<file path="src/rtl/md5_step_sequencer.sv">
// md5_step_sequencer: control FSM that sequences the 64 MD5 steps of one block.
// Ports:
//   clk, rst    rising-edge clock, synchronous active-high reset
//   start       request a 64-step run (sampled only in IDLE)
//   hold        stall step progress while in RUN
//   busy        high in INIT, RUN, FINAL and DONE
//   load_init   one-cycle strobe to load A..D from the chaining value
//   step_en     strobe on the last datapath cycle of each step
//   step_index  current step 0..63
//   func_sel    round function select (step_index[5:4])
//   word_index  message word index g for the current step
//   final_add   one-cycle strobe to add A..D into the chaining value
//   done        one-cycle pulse, digest for this block valid
module md5_step_sequencer #(
    parameter int CYCLES_PER_STEP = 1,
    parameter int CNT_W = 4
) (
    input  logic       clk,
    input  logic       rst,
    input  logic       start,
    input  logic       hold,
    output logic       busy,
    output logic       load_init,
    output logic       step_en,
    output logic [5:0] step_index,
    output logic [1:0] func_sel,
    output logic [3:0] word_index,
    output logic       final_add,
    output logic       done
);
    typedef enum logic [2:0] {IDLE, INIT, RUN, FINAL, DONE} state_t;
    localparam logic [CNT_W-1:0] LAST = CNT_W'(CYCLES_PER_STEP - 1);
    state_t state;
    logic [CNT_W-1:0] cnt;
    logic [3:0] i;
    logic last;
    assign last = cnt == LAST;
    always_ff @(posedge clk) begin
        if (rst) begin
            state <= IDLE;
            cnt <= '0;
            step_index <= '0;
        end else begin
            case (state)
                IDLE: if (start) state <= INIT;
                INIT: begin
                    cnt <= '0;
                    step_index <= '0;
                    state <= RUN;
                end
                RUN: if (!hold) begin
                    if (last) begin
                        cnt <= '0;
                        // step_index holds at 63 through FINAL/DONE instead of wrapping
                        if (step_index == 6'd63) state <= FINAL;
                        else step_index <= step_index + 6'd1;
                    end else begin
                        cnt <= cnt + CNT_W'(1);
                    end
                end
                FINAL: state <= DONE;
                DONE: begin
                    step_index <= '0;
                    state <= IDLE;
                end
                default: state <= IDLE;
            endcase
        end
    end
    assign busy = state != IDLE;
    assign load_init = state == INIT;
    assign step_en = state == RUN && last && !hold;
    assign final_add = state == FINAL;
    assign done = state == DONE;
    assign func_sel = step_index[5:4];
    assign i = step_index[3:0];
    always_comb begin
        word_index = func_sel == 2'd0 ? i :
                     func_sel == 2'd1 ? i * 4'd5 + 4'd1 :
                     func_sel == 2'd2 ? i * 4'd3 + 4'd5 :
                                        i * 4'd7;
    end
endmodule

</file>
<file path="config.mk">
export PLATFORM = sky130hd
export DESIGN_NAME = md5_step_sequencer
export DESIGN_NICKNAME = d
export VERILOG_FILES = /design/src/rtl/md5_step_sequencer.sv
export SDC_FILE = /design/constraint.sdc
export NUM_CORES = 1
export LEC_CHECK = 0
export ABC_CLOCK_PERIOD_IN_PS = 4450
export CORE_UTILIZATION = 55
export DETAILED_ROUTE_END_ITERATION = 6
export PLACE_DENSITY = 0.85
export RECOVER_POWER = 50
export REMOVE_ABC_BUFFERS = 1
export SYNTH_ARGS = -nofsm -noshare
export SYNTH_HDL_FRONTEND = slang
export SYNTH_SLANG_ARGS = --single-unit
export TNS_END_PERCENT = 1
</file>
<file path="constraint.sdc">
create_clock -name clk -period 4.45 [get_ports clk]
set_input_delay 0.89 -clock clk [delete_from_list [all_inputs] [get_ports clk]]
set_output_delay 0.89 -clock clk [all_outputs]
set_load 0.01 [all_outputs]
</file>
# After elaboration in Yosys (flattened, before gate mapping)
# Cells that the tools add are included.
[totals] regBits=13 output_inout_bits=17 word_cells=50
[op_classes] addsub=4 mul=3 eq_ne=12 muxes=15 n_reduce_logical=13
[ops] cell="4-bit two-way mux" n=5
[ops] cell="6-bit two-way mux" n=3
[ops] cell="3-bit two-way mux" n=4
[ops] cell="3-bit one-hot mux with 4 select lines" n=1
[ops] cell="6-bit one-hot mux with 2 select lines" n=1
[ops] cell="2-bit != test, second input constant" n=5
[ops] cell="4-bit by 1-bit adder with 4-bit output, second input constant" n=2
[ops] cell="4-bit by 3-bit multiplier with 4-bit output, second input constant" n=2
[ops] cell="4-bit one-hot mux with 2 select lines" n=1
[ops] cell="4-bit AND reduction" n=2
[ops] cell="6-bit by 1-bit adder with 6-bit output, second input constant" n=1
[ops] cell="3-bit by 2-bit equality test with 1-bit output, second input constant" n=2
[ops] cell="6-bit equality test, second input constant" n=1
[ops] cell="4-bit by 3-bit adder with 4-bit output, second input constant" n=1
[ops] cell="4-bit logical NOT" n=1
[ops] cell="4-bit by 2-bit multiplier with 4-bit output, second input constant" n=1
[ops] cell="2-bit nonzero test" n=2
[ops] cell="3-bit by 1-bit equality test with 1-bit output, second input constant" n=1
[ops] cell="3-bit equality test, second input constant" n=1
[ops] cell="3-bit logical NOT" n=1
[ops] cell="3-bit nonzero test" n=1
[ops] cell="2-bit by 1-bit equality test with 1-bit output, second input constant" n=1
[ops] cell="2-bit equality test, second input constant" n=1
[ops] cell="1-bit logical AND" n=2
[ops] cell="4 further kinds" n=4

# Depth between registers and ports, before layout
# Gate-level depths: netlist of the first run.
[logic_depth] ltp_word=5 ltp_mapped=7 mapped_depth_nobuf=7

# Worst setup path after synthesis of the first run
# Ideal clock, no wire load.
[synth_timing] path_kind="flip-flop to output port" from="reg step_index[1]" to="out word_index[2]" t_arrival_ns=1.860 slack_ns=1.700 path_stages_with_launch=6 path_buffers=0 path_cell_list="dfxtp_1 inv_1 ha_1 inv_1 fa_1 mux4_2"
[synth_via] elab_chain_cells=5
[synth_rtl] item="from (decl)" line="25" source="output logic [5:0] step_index,"
[synth_rtl] item="from (signal assigned)" line="56" source="else step_index <= step_index + 6'd1;"
[synth_rtl] item="4-bit by 2-bit multiplier with 4-bit output" line="80" source="func_sel == 2'd2 ? i * 4'd3 + 4'd5 :"
[synth_rtl] item="4-bit by 3-bit adder with 4-bit output" line="80"
[synth_rtl] item="4-bit two-way mux" line="80"
[synth_rtl] item="4-bit two-way mux (*)" line="79" source="func_sel == 2'd1 ? i * 4'd5 + 4'd1 :"
[synth_rtl] item="4-bit two-way mux (*)" line="78" source="word_index = func_sel == 2'd0 ? i :"
[synth_rtl] item="to (decl)" line="27" source="output logic [3:0] word_index,"
# Every way passes the cells marked *; elsewhere a longest branch is shown, timed or not.

# Final worst setup path of the first run
# Ends and elaborated chain as after synthesis.

==> flow_summary.ini, run 1 <==
[floorplan]
io_pins = 21
dieArea_sq_mm = 0.00224
start_util_pct = 58.3
row_count = 16
core_area_sq_mm = 0.00194
die-height_microns = 47.4
die_x_microns = 47.4

[run_status]
status = complete, no violations

[power_and_ir_drop]
power_leakage_nw = 0.513
cellPowerDensity_mw_per_mm2 = 226
peakVddDrop_uv = 211

[clock_tree]
clkLatencyLatePin_ns = 0.28
cts_resized = 0
clk_pin_slew_worst_paths_ns = 0.08
cts_num_sinks = 13
cts_buffer_depth = 2
cts.htree.levels = 1
clockRootBuffer = clkbuf_4
cts_setup_buffers = 0
cts_made_buffers = 3
cts_tree = yes
ctsHoldBuffers = 0

[layout]
drive_gt1_share_pct = 9.70
finalNonFillerCells = 161
finalNetCount = 151
antenna_cells = 0
area_delta_synth_final_pct = 15.2

[sta]
hold_violations = 0
setup_viol = 0
period_minus_slack_ns = 3.53
setup_tns_ns = 0
timing.final.crit_share_pct = 79.4
maxSlewViolCount = 0
tightest_slew_ns = 0.556
finClkSkew_ns = 0.00112
rsz0062_at_grt = false
relSlewSlack_pct = 62.8
fmax_ghz = 0.283

[yosys]
netlist_area_sq_mm = 0.00113
ys_types = 44
synth_edf_count = 0
yosysSeqAreaShare_pct = 23.0
post_synth_main_area_contributors = dfxtp_1, ha_1, xnor2_1
synth_area_per_cell_sq_um = 9.52
async_flop_share_pct = 0
synth_ff_type = dfxtp_1
yosys_warnings = 0
synth_seq_cells = 13
syn_inst = 119
yosysTopAreaCell = dfxtp_1
synth.top_cell.area_share_pct = 23.0

[global_routing]
top_usage_layer = met2
grt-ovfl-total = 0
use_met1_pct = 25.7
grt_pass1_wl_microns = 3520
antenna_found_initial = 0
grt_max_degree = 14
grt_usage_pct = 23.1
grt_pass1_vias = 814
grt.met2_usage_pct = 40.5
use_met3_pct = 5.38

[worst_setup_path]
arrival_ns = 2.64
critPathCaptureType = primary output
cp.required_ns = 3.56
worstPathMaxFanout = 6
crit_path_start_kind = flop
ff2ff_path_depth = 5
crit_type = flop to primary output

[worst_hold_path]
holdPathStages = 2
hold_class = flop to flop

[routing]
drc_errors = 0
viasPerCell = 5.72
wl_per_cell_microns = 13.7
vias = 921
drt-total-wl_microns = 2210
final_antenna_net_count = 0
drt_first_pass_iters = 4
drt_iter0_drc = 13

[placement]
gp_congestion = 0.752
dpl.hpwl_microns = 1740
place_inst = 157
numPortBuffers = 20

[job]
maxCapViolCount = 0
==> placed cells by master, fill, tap and decap left out, types with 5 or more instances in the layout <==
cell type | synthesis | routed
xnor2_1 | 8 | 8
dlygate4sd3_1 | 0 | 5
nor2_1 | 5 | 5
nand2_1 | 9 | 9
clkdlybuf4s50_1 | 0 | 15
dfxtp_1 | 13 | 13
inv_1 | 6 | 6
ha_1 | 10 | 10
==> cells in the mapped netlist, types with 2 or more instances <==
library cell and n:
a21o_1 2, nand2_1 9, xor2_1 3, nor3b_2 2, nand2b_1 4, buf_6 3
nand3_1 3, mux2i_1 3, a2111o_1 3, ha_1 10, o2111ai_1 3, nor2_1 5
nor4_1 2, nand3b_1 2, fa_1 2, dfxtp_1 13, o21ai_0 3, xnor2_1 8
clkbuf_1 3, buf_4 2, a21oi_1 3, nand4_1 2, nor3_1 3, inv_1 6
==> final cells by class <==
cell class / instances / area [sq um]
multi-input combinational: 91 / 762
fill: 168 / 637
clock buffer: 4 / 26.3
timing repair buffer: 20 / 200
inverter: 6 / 22.5
tap: 27 / 33.8
sequential: 13 / 260
==> per-stage QoR <==
step	power, W	util (%)	hold slack (ns)	worst slack, ns	instance area (sq um)
2_1_floorplan	0.000195	-	0.532	1.70	1070
3_3_place_gp	0.000222	67.0	0.558	1.21	1300
3_5_place_dp	0.000226	67.0	0.575	1.19	1300
4_1_cts	0.000300	68.4	0.595	0.898	1330
5_1_grt	0.000313	67.2	0.625	0.751	1310
6_report	0.000294	67.2	0.585	0.917	1310
==> layer usage <==
metal	part of all wire, %	wire length, microns	up-vias
li1	-	-	458
met1	44	970	429
met2	49	1090	30
met3	5.2	115	4
met4	1.8	39	0
met5	0	0	-
==> worst max-delay path, stage by stage (launching register included) <==
cell and delay, ns:
dfxtp_1 0.45, inv_1 0.15, ha_1 0.34, inv_1 0.09, fa_1 0.41, mux4_2 0.44
clkdlybuf4s50_1 0.49
==> flip-flops by register name, indices dropped and copies added, names as in the netlist <==
signal      flops
step_index      6
cnt             4
state           3
==> power breakdown <==
group / switching [W] / leakage, nW / total [W] / internal [W]
clock network: 0.0000392 / 0.0150 / 0.0000741 / 0.0000348
registers: 0.0000125 / 0.105 / 0.000134 / 0.000121
logic: 0.0000406 / 0.392 / 0.0000863 / 0.0000458
==> cell families after synthesis <==
group           synth area share [%]
fa+ha+maj                       14.6
mux                             5.64
simple gates                    23.8
compound gates                  14.7
flops                           23.0
buf+inv                         7.73
xor+xnor                        10.6
==> worst paths after layout <==
kind,from,end,slack (ns)
max,step_index[1]$_SDFFE_PP0P_,word_index[2],0.92
max reg2reg,step_index[0]$_SDFFE_PP0P_,step_index[2]$_SDFFE_PP0P_,2.38
min reg2reg,cnt[3]$_SDFFE_PP0P_,cnt[3]$_SDFFE_PP0P_,0.59
min,cnt[3]$_SDFFE_PP0P_,cnt[3]$_SDFFE_PP0P_,0.59
No activity file was read; power rests on OpenSTA's default activity.
==> inputs of run 2 (changes only) <==
- ABC_CLOCK_PERIOD_IN_PS: 4450 -> 3500
- CORE_UTILIZATION: 55 -> 51
- PLACE_DENSITY: 0.85 -> 0.8
- clock period: 4.45 -> 3.5 ns (I/O delays scaled with it)
==> run 2 against run 1 <==
Global-route usage down 3.2 points. Clock power up 29%. Combinational power increased by 36%. Largest cell class unchanged. Hold slack got worse by 0.0099 ns. Count of clock-buffer cells in the layout did not move. Sequential power is 25% higher.
==> flow_summary.ini, run 2 (same netlist as run 1, synthesis figures left out) <==
[run_status]
status = complete, no violations

[layout]
fill_cells = 166
final_cell_mix = clkdlybuf4s50_1, dfxtp_1, ha_1
multiInputGateArea_sq_um = 762
reg.largest.list = step_index (6), cnt (4), state (3)
antenna_cells = 0
drive_gt1_share_pct = 10.4
mostFrequentLayoutCell = clkdlybuf4s50_1
area_delta_synth_final_pct = 15.9
finalNetCount = 152
largest_reg_flops = 6
final_area_sq_mm = 0.00131
regMostFlops = step_index
seq_area_sq_um = 260

[clock_tree]
ctsHoldBuffers = 0
cts_num_sinks = 13
clkLatencyLatePin_ns = 0.28
cts.htree.levels = 1
cts_made_buffers = 3
cts_resized = 0
clockRootBuffer = clkbuf_4
clk_pin_slew_worst_paths_ns = 0.08
cts_buffer_depth = 2
cts_setup_buffers = 0
cts_tree = yes

[worst_setup_path]
worstReg2RegStart = cnt[0]$_SDFFE_PP0P_
crit_path_start_kind = flop
worstPathMaxFanout = 7
rrSetupSlack_ns = 1.53
critPathMostFrequentCell = inv_1
crit_buf_inv = 3
critPathCaptureType = primary output
cp.required_ns = 2.80
ff2ff_path_depth = 6
crit_type = flop to primary output
arrival_ns = 2.66
cp_slowest_cell = clkdlybuf4s50_1
crit_chain = inv_1, ha_1, inv_1, fa_1, mux4_2, clkdlybuf4s50_1
max_stage_delay_ns = 0.49
r2r-end = step_index[5]$_SDFFE_PP0P_
critPathTopFamily = adder cells

[routing]
wl_per_cell_microns = 13.6
final_antenna_net_count = 0
vias = 907
drt_iter0_drc = 15
drc_errors = 0
drt_first_pass_iters = 4
drt-total-wl_microns = 2210
viasPerCell = 5.60

[worst_hold_path]
hold_end = cnt[0]$_SDFFE_PP0P_
holdPathStages = 2
hold_class = flop to flop
min_from = cnt[0]$_SDFFE_PP0P_

[sta]
relSlewSlack_pct = 64.3
hold_violations = 0
finClkSkew_ns = 0.0111
setup_tns_ns = 0
timing.final.crit_share_pct = 96.1
fmax_ghz = 0.297
period_minus_slack_ns = 3.36
maxSlewViolCount = 0
worst_slack_ns = 0.138
rsz0062_at_grt = false
tightest_slew_ns = 0.533
setup_viol = 0

[global_routing]
grt_pass1_vias = 813
use_met3_pct = 6.23
grt-ovfl-total = 0
top_usage_layer = met2
antenna_found_initial = 0
grt_max_degree = 14
use_met1_pct = 25.5
grt.met2_usage_pct = 34.0
grt_usage_pct = 19.9
grt_pass1_wl_microns = 3750

[floorplan]
start_util_pct = 56.0
io_pins = 21
die_x_microns = 49.1
dieArea_sq_mm = 0.00241
core_area_sq_mm = 0.00202
die-height_microns = 49.1
row_count = 16

[power_and_ir_drop]
power.total_w = 0.000380
peakVddDrop_uv = 324
cellPowerDensity_mw_per_mm2 = 289
power_leakage_nw = 0.514

[placement]
pre_cts_ws_ns = 0.417
dpl.hpwl_microns = 1740
numPortBuffers = 20
gp_congestion = 0.847
placed_area_sq_mm = 0.00131

[job]
maxCapViolCount = 0
-- run 2: final cells by class --
class / count / area share (%)
Clock buffer: 4 / 2.00
Timing Repair Buffer: 21 / 15.8
Multi-Input combinational cell: 91 / 58.1
Tap cell: 27 / 2.57
Sequential cell: 13 / 19.8
Inverter: 6 / 1.72
-- run 2: where the power goes --
| part | internal (W) | switching [W] |
|---|---|---|
| clock network | 0.0000442 | 0.0000513 |
| registers | 0.000154 | 0.0000124 |
| logic | 0.0000609 | 0.0000562 |
| total | 0.000260 | 0.000120 |
-- run 2: layer usage --
metal | wire length [microns] | share of wire (%) | up-vias
met5 | 0 | 0 | -
met4 | 10 | 0.45 | 0
met3 | 119 | 5.4 | 2
met2 | 1090 | 49 | 34
met1 | 989 | 45 | 409
li1 | - | - | 462
-- run 2: tightest hold or removal path: stages, from the launching register on --
cell,delay [ns]
dfxtp_1,0.35
xnor2_1,0.16
nor2_1,0.04
-- run 2: how the worst max path moves through the flow --
stage | startpoint | end | slack [ns] | cells after the start
global placement | step_index[1]$_SDFFE_PP0P_ | word_index[2] | 0.52 | 6
detailed placement | step_index[2]$_SDFFE_PP0P_ | word_index[2] | 0.42 | 6
finish | step_index[2]$_SDFFE_PP0P_ | word_index[2] | 0.14 | 6
floorplan | step_index[1]$_SDFFE_PP0P_ | word_index[2] | 0.94 | 5
CTS | step_index[2]$_SDFFE_PP0P_ | word_index[2] | 0.11 | 6
global route | step_index[2]$_SDFFE_PP0P_ | word_index[2] | 0.04 | 6
-- run 2: through the flow --
step	hold slack [ns]	std cells	util [%]
finish	0.575	162	64.9
global route	0.644	162	64.9
CTS	0.581	162	66.0
detailed placement	0.565	158	64.7
global placement	0.558	158	64.7
floorplan	0.532	110	-
==> inputs of run 3 (changes only) <==
- ABC_CLOCK_PERIOD_IN_PS: 3500 -> 3140
- clock period: 3.5 -> 3.14 ns (I/O delays scaled with it)
==> run 3 against run 2 <==
Critical path depth shrank 2. Flip-flop and latch count is the same. Design area grew 0.48%. Critical endpoint is now step_en. Critical path type is now input pin to primary output. Via count grew 3.1%. Clock skew shrank 0.0090 ns. Hold slack gained 0.013 ns.
==> flow_summary.ini, run 3 (same netlist as run 1, synthesis figures left out) <==
[run_status]
status = complete, no violations

[routing]
drt_first_pass_iters = 4
drt-total-wl_microns = 2330
vias = 935
final_antenna_net_count = 0
viasPerCell = 5.77
drc_errors = 0
drt_iter0_drc = 8
wl_per_cell_microns = 14.4

[global_routing]
grt_pass1_wl_microns = 3950
grt_usage_pct = 21.5
antenna_found_initial = 0
grt_max_degree = 14
grt-ovfl-total = 0
grt_pass1_vias = 918

[worst_setup_path]
crit_path_start_kind = input pin
ff2ff_path_depth = 4
crit_type = input pin to primary output
arrival_ns = 2.34
rrSetupSlack_ns = 1.19
worstReg2RegStart = state[1]$_SDFFE_PP0P_
critPathCaptureType = primary output
r2r-end = cnt[1]$_SDFFE_PP0P_
cp.required_ns = 2.51
worstPathMaxFanout = 3

[clock_tree]
clockRootBuffer = clkbuf_4
cts_num_sinks = 13
cts_made_buffers = 3
cts_tree = yes
cts_resized = 6
clk_pin_slew_worst_paths_ns = 0.09
cts_buffer_depth = 2
cts.htree.levels = 1
cts_setup_buffers = 0
ctsHoldBuffers = 0
clkLatencyLatePin_ns = 0.29

[sta]
maxSlewViolCount = 0
tightest_slew_ns = 0.565
fin_hold_ws_ns = 0.589
fmax_ghz = 0.336
period_minus_slack_ns = 2.97
setup_viol = 0
finClkSkew_ns = 0.00209
relSlewSlack_pct = 62.2
hold_violations = 0
setup_tns_ns = 0
timing.final.crit_share_pct = 94.7
rsz0062_at_grt = false

[layout]
finalNetCount = 152
regMostFlops = step_index
fill_cells = 177
area_delta_synth_final_pct = 16.5
antenna_cells = 0
final_cell_mix = clkdlybuf4s50_1, dfxtp_1, ha_1
mostFrequentLayoutCell = clkdlybuf4s50_1
largest_reg_flops = 6
drive_gt1_share_pct = 12.6
reg.largest.list = step_index (6), cnt (4), state (3)

[floorplan]
dieArea_sq_mm = 0.00241
io_pins = 21
die-height_microns = 49.1
start_util_pct = 56.0
core_area_sq_mm = 0.00202
row_count = 16
die_x_microns = 49.1

[worst_hold_path]
hold_end = cnt[0]$_SDFFE_PP0P_
min_from = cnt[0]$_SDFFE_PP0P_
hold_class = flop to flop
holdPathStages = 2

[placement]
dpl.hpwl_microns = 1750
numPortBuffers = 20
gp_congestion = 0.814

[job]
maxCapViolCount = 0

[power_and_ir_drop]
peakVddDrop_uv = 305
power_leakage_nw = 0.532
cellPowerDensity_mw_per_mm2 = 323
power_frac_comb_pct = 29.9
power_frac_seq_pct = 43.8
p_sw_w = 0.000140
internal_power_w = 0.000286
pwr-share-clk_pct = 26.3
swShare_pct = 32.9
-- run 3: cell types whose count changed in the layout (fill, tap and decap cells not counted), sizes merged --
cell	change
clkbuf	-1
clkinv	+1
dlygate4sd3	+1
clkdlybuf4s50	-3
dlygate4sd2	+2
-- run 3: worst max-delay path: stages --
cell and delay (ns):
dlygate4sd3_1 0.58, nor4b_1 0.41, and2_1 0.19, clkdlybuf4s50_1 0.53
-- run 3: final cells by class --
class	instances	area [sq um]	share of cell area [%]
inverters	6	22.5	1.71
multi-input cells	91	762	57.8
repair buffers	21	205	15.6
well taps	27	33.8	2.56
clock buffers	3	22.5	1.71
clock inverters	1	5.00	0.380
flip-flops and latches	13	268	20.3
-- run 3: how the worst max path moves through the flow --
stage | startpoint | end | depth (start not counted)
floorplan | step_index[1]$_SDFFE_PP0P_ | word_index[2] | 5
global placement | step_index[2]$_SDFFE_PP0P_ | word_index[2] | 6
detailed placement | step_index[2]$_SDFFE_PP0P_ | word_index[2] | 6
CTS | step_index[2]$_SDFFE_PP0P_ | word_index[2] | 6
global route | step_index[2]$_SDFFE_PP0P_ | word_index[2] | 6
finish | hold | step_en | 4
-- run 3: power groups by stage --
stage	combinational, W	sequential, W	clock, W
2_1_floorplan	0.0000843	0.000192	0
3_3_place_gp	0.000127	0.000190	0
3_5_place_dp	0.000132	0.000191	0
4_1_cts	0.000133	0.000187	0.000116
5_1_grt	0.000142	0.000188	0.000123
6_report	0.000128	0.000187	0.000112
-- run 3: through the flow --
| step | utilization, % | power, W | std cells | setup slack, ns | instance area [sq um] |
|---|---|---|---|---|---|
| floorplan | - | 0.000276 | 110 | 0.652 | 1070 |
| global placement | 64.7 | 0.000318 | 158 | 0.220 | 1310 |
| detailed placement | 64.7 | 0.000324 | 158 | 0.165 | 1310 |
| finish | 65.2 | 0.000426 | 162 | 0.168 | 1320 |
| CTS | 66.3 | 0.000436 | 162 | 0.177 | 1340 |
| global route | 65.2 | 0.000454 | 162 | 0.0976 | 1320 |
-- run 3: routing by layer --
metal	wire, microns	global-route usage, %	vias to the layer above
li1	-	-	461
met1	1030	24.1	442
met2	1140	39.0	26
met3	108	4.98	6
met4	43	7.35	0
met5	0	0	-
